### config.mk
export PLATFORM = sky130hd
export DESIGN_NAME = fifo_sync
export DESIGN_NICKNAME = d
export VERILOG_FILES = /design/src/rtl/fifo_pkg.sv /design/src/rtl/fifo_ptr_ctrl.sv /design/src/rtl/fifo_sync.sv
export SDC_FILE = /design/constraint.sdc
export NUM_CORES = 1
export LEC_CHECK = 0
export CORE_MARGIN = 3
export CORE_UTILIZATION = 55
export DETAILED_ROUTE_END_ITERATION = 7
export GPL_ROUTABILITY_DRIVEN = 0
export PLACE_DENSITY = 0.77
export RECOVER_POWER = 50
export SLEW_MARGIN = 25
export SYNTH_ARGS = -nofsm -noshare
export SYNTH_HDL_FRONTEND = slang
export SYNTH_HIERARCHICAL = 1
export SYNTH_SLANG_ARGS = --single-unit
### constraint.sdc
create_clock -name clk_i -period 3 [get_ports clk_i]
set_input_delay 0.3 -clock clk_i [delete_from_list [all_inputs] [get_ports clk_i]]
set_output_delay 0.3 -clock clk_i [all_outputs]
set_load 0.01 [all_outputs]
### src/rtl/fifo_pkg.sv
// fifo_pkg: shared pointer-width helper and usage type for the synchronous FIFO and its agents
package fifo_pkg;
  localparam int unsigned USAGE_MAX_W = 16;
  typedef logic [USAGE_MAX_W-1:0] usage_t;
  function automatic int unsigned ptr_w(input int unsigned depth);
    return $clog2(depth) + 1;
  endfunction
endpackage

### src/rtl/fifo_ptr_ctrl.sv
// fifo_ptr_ctrl: MSB-wrap read/write pointers, accept logic and status flags for fifo_sync
module fifo_ptr_ctrl
  import fifo_pkg::*;
#(
  parameter int unsigned DEPTH        = 8,
  parameter int unsigned ALM_FULL_TH  = DEPTH - 1,
  parameter int unsigned ALM_EMPTY_TH = 1,
  localparam int unsigned PW = ptr_w(DEPTH),
  localparam int unsigned AW = PW - 1
) (
  input  logic          clk_i,
  input  logic          rst_ni,
  input  logic          flush_i,
  input  logic          push_i,
  input  logic          pop_i,
  output logic          wr_en,
  output logic [AW-1:0] wr_addr,
  output logic [AW-1:0] rd_addr,
  output logic          full_o,
  output logic          empty_o,
  output logic          alm_full_o,
  output logic          alm_empty_o,
  output logic [PW-1:0] usage_o
);
  logic [PW-1:0] wr_ptr, rd_ptr;
  logic push_ok, pop_ok;
  assign full_o      = (wr_ptr[AW-1:0] == rd_ptr[AW-1:0]) && (wr_ptr[AW] != rd_ptr[AW]);
  assign empty_o     = wr_ptr == rd_ptr;
  assign usage_o     = wr_ptr - rd_ptr;
  assign alm_full_o  = usage_o >= PW'(ALM_FULL_TH);
  assign alm_empty_o = usage_o <= PW'(ALM_EMPTY_TH);
  assign push_ok     = push_i && !full_o;
  assign pop_ok      = pop_i && !empty_o;
  assign wr_en       = push_ok && !flush_i;
  assign wr_addr     = wr_ptr[AW-1:0];
  assign rd_addr     = rd_ptr[AW-1:0];
  always_ff @(posedge clk_i or negedge rst_ni) begin
    if (!rst_ni) begin
      wr_ptr <= '0;
      rd_ptr <= '0;
    end else if (flush_i) begin
      wr_ptr <= '0;
      rd_ptr <= '0;
    end else begin
      if (push_ok) wr_ptr <= wr_ptr + 1'b1;
      if (pop_ok) rd_ptr <= rd_ptr + 1'b1;
    end
  end
  a_no_push_full: assert property (@(posedge clk_i) disable iff (!rst_ni) !(push_i && full_o))
    else $warning("fifo_ptr_ctrl: push while full dropped");
  a_no_pop_empty: assert property (@(posedge clk_i) disable iff (!rst_ni) !(pop_i && empty_o))
    else $warning("fifo_ptr_ctrl: pop while empty ignored");
endmodule

### src/rtl/fifo_sync.sv
// fifo_sync: single-clock FIFO with flip-flop storage, flush, and almost-full/empty flags
module fifo_sync
  import fifo_pkg::*;
#(
  parameter int unsigned DATA_WIDTH   = 8,
  parameter int unsigned DEPTH        = 8,
  parameter int unsigned ALM_FULL_TH  = DEPTH - 1,
  parameter int unsigned ALM_EMPTY_TH = 1
) (
  input  logic                   clk_i,
  input  logic                   rst_ni,
  input  logic                   flush_i,
  input  logic                   push_i,
  input  logic [DATA_WIDTH-1:0]  data_i,
  input  logic                   pop_i,
  output logic [DATA_WIDTH-1:0]  data_o,
  output logic                   full_o,
  output logic                   empty_o,
  output logic                   alm_full_o,
  output logic                   alm_empty_o,
  output logic [$clog2(DEPTH):0] usage_o
);
  localparam int unsigned AW = ptr_w(DEPTH) - 1;
  if (DEPTH < 2 || (DEPTH & (DEPTH - 1)) != 0) begin : g_bad_depth
    $error("fifo_sync: DEPTH must be a power of two and at least 2");
  end
  if (ALM_EMPTY_TH >= ALM_FULL_TH || ALM_FULL_TH > DEPTH) begin : g_bad_th
    $error("fifo_sync: need 0 <= ALM_EMPTY_TH < ALM_FULL_TH <= DEPTH");
  end
  logic [DATA_WIDTH-1:0] mem [DEPTH];
  logic          wr_en;
  logic [AW-1:0] wr_addr, rd_addr;
  fifo_ptr_ctrl #(
    .DEPTH       (DEPTH),
    .ALM_FULL_TH (ALM_FULL_TH),
    .ALM_EMPTY_TH(ALM_EMPTY_TH)
  ) u_ptr (
    .clk_i      (clk_i),
    .rst_ni     (rst_ni),
    .flush_i    (flush_i),
    .push_i     (push_i),
    .pop_i      (pop_i),
    .wr_en      (wr_en),
    .wr_addr    (wr_addr),
    .rd_addr    (rd_addr),
    .full_o     (full_o),
    .empty_o    (empty_o),
    .alm_full_o (alm_full_o),
    .alm_empty_o(alm_empty_o),
    .usage_o    (usage_o)
  );
  // storage is deliberately unreset so flush and reset only move pointers
  always_ff @(posedge clk_i) begin
    if (wr_en) mem[wr_addr] <= data_i;
  end
  assign data_o = mem[rd_addr];
endmodule

==> impl_metrics.ini, run 1 <==
[worst_setup_path]
endpoint_kind = output port
start_kind = flop
crit_path_top_delay_cell = clkdlybuf4s50_1
path_buf_inv = 2
slowest_delay_ns = 0.58
crit_chain = inv_1, ha_1, fa_1, xor2_1, o32ai_1, clkdlybuf4s50_1
required_ns = 2.70
path_max_fanout = 9
cp.arrival_ns = 2.48
criticalPathCategory = reg2out
crit_family = buffers and inverters

[drt]
drt-initial-drc-count = 106
drc = 0
wl_per_cell_um = 19.0
routed_wl_mm = 5.79
vias = 1739
firstDrtPassIters = 4
via_per_inst = 5.70
detail-route-antenna-nets = 0

[global_route]
grt_pass1_wl_mm = 9.34
grt_max_degree = 19
antenna_found_initial = 0
grt-ovfl-total = 0
first_global_vias = 1799
grt_usage_pct = 19.7

[clocking]
clock_latency_ns = 0.35
htreeDepth = 3
cts_tree = yes
clockBufferDepth = 2
root_buffer = clkbuf_8
cts.sinks = 72
clk_pin_slew_ns = 0.08
cts_inserted_buffers = 9

[pwr]
comb_power_share_pct = 17.8
netSwitchingPower_mw = 0.547
pwr-share-seq_pct = 47.6
finalPower_mw = 2.36
internal_power_mw = 1.81
vdd.ir_drop.worst_mv = 0.356
leakagePower_nw = 1.39
power_per_cell_area_mw_per_mm2 = 613
switching_share_pct = 23.2
clkPwrFrac_pct = 34.5

[layout]
drive_gt1_share_pct = 20.6
final_util_pct = 69.0
final_nets = 247
area.growth.synth_to_final_pct = 19.4
nFillCells = 361
diodes = 0

[placement]
hpwl_mm = 4.10
port_buffers = 28
pre_cts_slack_ns = 0.485

[yosys]
synthTopCellsByArea = edfxtp_1, mux4_1, dfrtp_1, mux2_2, nor2_1
yosysWarnings = 6
synth_area_mm2 = 0.00322
synth_top_area_share_pct = 59.7
synth_flop_cell = edfxtp_1
yosysSeqAreaShare_pct = 65.9
synthCells = 183
synth_enable_flop_cells = 64
synth.distinct_cells = 36
synth_top_area_cell = edfxtp_1
synth-seq-cells = 72
async_flop_share_pct = 11.1
synth_fp_nets = 202
synth_area_per_cell_um2 = 17.6

[timing]
period_share_pct = 92.6
worstMarginPinSlew_ns = 0.423
period_minus_slack_ns = 2.78
rsz0062_at_grt = false
slew_viol_final = 0
fin_ws_ns = 0.222
slew_headroom_pct = 71.6
whs_ns = 0.311
setup_violations = 0
fmax_mhz = 360
finClkSkew_ns = 0.0124
fin_setup_tns_ns = 0
hold_viol_final = 0

[worst_hold_path]
hold_path_class = in2async

[die]
pin_count = 29
core_mm2 = 0.00557
die_w_um = 82.5
die_area_mm2 = 0.00681
core.rowCount = 27
floorplan.initialDensity_pct = 57.8
dieHeight_um = 82.5

[flow_run]
maxCapViolCount = 0

[outcome]
outcome = completed
## what timing repair did
item,4_1_cts,5_1_grt
setup endpoints to repair,0,1
setup buffers,0,0
endpoints found under the hold margin,0,0
hold buffers,0,0
resized for setup,0,1
## cells in the final DEF, fill, tap and decap left out, drive strengths merged
cell type | Yosys | routed
edfxtp | 64 | 64
nor2 | 17 | 17
o32ai | 1 | 1
xnor2 | 1 | 1
and3 | 2 | 2
nand3 | 1 | 1
mux4 | 16 | 16
xor2 | 2 | 2
o211a | 1 | 1
and2 | 1 | 1
dlygate4sd3 | 0 | 9
clkinv | 0 | 2
ha | 5 | 5
bufinv | 0 | 2
inv | 8 | 8
clkbuf | 2 | 10
nand4 | 2 | 2
nor2b | 4 | 4
clkdlybuf4s50 | 0 | 19
nand3b | 1 | 1
nor3 | 2 | 2
dfrtp | 8 | 8
clkinvlp | 0 | 2
nand2b | 3 | 3
a21boi | 2 | 2
a21oi | 6 | 6
buf | 11 | 19
nand2 | 4 | 4
mux2 | 14 | 14
o31ai | 2 | 2
fa | 1 | 1
o2111ai | 2 | 2
## final timing paths
path | slack [ns] | to | cells after the start | startpoint
worst max-delay path | 0.22 | alm_full_o | 6 | u_ptr/wr_ptr[0]$_DFFE_PN0P_
worst min-delay path | 0.31 | u_ptr/wr_ptr[3]$_DFFE_PN0P_ | 1 | rst_ni
worst max register to register | 0.33 | mem[0][3]$_DFFE_PP_ | 7 | u_ptr/wr_ptr[2]$_DFFE_PN0P_
worst min register to register | 0.59 | u_ptr/rd_ptr[1]$_DFFE_PN0P_ | 2 | u_ptr/rd_ptr[1]$_DFFE_PN0P_
max in group asynchronous | 2.38 | u_ptr/wr_ptr[0]$_DFFE_PN0P_ | 1 | rst_ni
min in group clk_i | 0.59 | u_ptr/rd_ptr[1]$_DFFE_PN0P_ | 2 | u_ptr/rd_ptr[1]$_DFFE_PN0P_
## layer usage
layer  routed length (um)  vias up  track usage, %
met4                  117        0            6.86
met5                    0        -               0
li1                     -      806               -
met3                  304       14            6.07
met1                 2410      873            24.6
met2                 2960       46            32.6
## power groups by stage
stage / combinational, mW / sequential [mW] / clock, mW
4_1_cts: 0.428 / 1.12 / 0.827
6_report: 0.420 / 1.12 / 0.813
3_5_place_dp: 0.427 / 1.14 / 0
3_3_place_gp: 0.416 / 1.14 / 0
5_1_grt: 0.452 / 1.12 / 0.868
2_1_floorplan: 0.261 / 1.14 / 0
## cell families after synthesis
kind of cell	Yosys count	synth area share, %
compound gates	14	3.11
xor+xnor	3	1.05
fa+ha+maj	6	2.56
buf+inv	21	3.96
flops	72	65.9
mux	30	17.9
simple gates	37	5.48
## area by class of cell
class                   instances  area, um^2  share of cell area, %
flip-flops and latches         72        2120                   55.2
multi-input cells              90         967                   25.2
repair buffers                 47         423                   11.0
clock buffers                  10         128                   3.32
well taps                      72        90.1                   2.34
clock inverters                 6        83.8                   2.18
inverters                       8        30.0                  0.781
## flip-flops by register name, summed over array words and instances, names as in the netlist
signal        cells
mem              64
u_ptr/rd_ptr      4
u_ptr/wr_ptr      4
## metrics by stage
| step | area [um^2] | instances |
|---|---|---|
| floorplan | 3220 | 183 |
| global placement | 3640 | 289 |
| detailed placement | 3640 | 289 |
| CTS | 3850 | 305 |
| global route | 3840 | 305 |
| finish | 3840 | 305 |
## cell usage after synthesis, types with 2 or more instances
cell type / count
mux4_1: 15
nand2_1: 4
mux2_1: 2
dfrtp_1: 8
nor2_1: 17
inv_1: 8
nor3_1: 2
ha_1: 5
nand2b_1: 3
clkbuf_1: 2
o2111ai_1: 2
a21oi_1: 6
buf_2: 2
buf_4: 6
edfxtp_1: 64
nor2b_1: 4
nand4_1: 2
and3_1: 2
o31ai_1: 2
mux2_2: 11
Power figures use the tool's default switching activity.
==> run 2: changes to the inputs <==
--- a/config.mk
+++ b/config.mk
@@ -11,6 +11,7 @@
 export GPL_ROUTABILITY_DRIVEN = 0
 export PLACE_DENSITY = 0.77
 export RECOVER_POWER = 50
+export SKIP_CTS_REPAIR_TIMING = 1
 export SLEW_MARGIN = 25
 export SYNTH_ARGS = -nofsm -noshare
 export SYNTH_HDL_FRONTEND = slang
==> results of run 2 <==
Same layout as run 1: the final DEF is identical, and so are final timing and power.
==> run 3: changes to the inputs <==
--- a/config.mk
+++ b/config.mk
@@ -17,3 +17,4 @@
 export SYNTH_HDL_FRONTEND = slang
 export SYNTH_HIERARCHICAL = 1
 export SYNTH_SLANG_ARGS = --single-unit
+export TNS_END_PERCENT = 20
==> results of run 3 <==
Same layout as run 1: the final DEF is identical, and so are final timing and power.
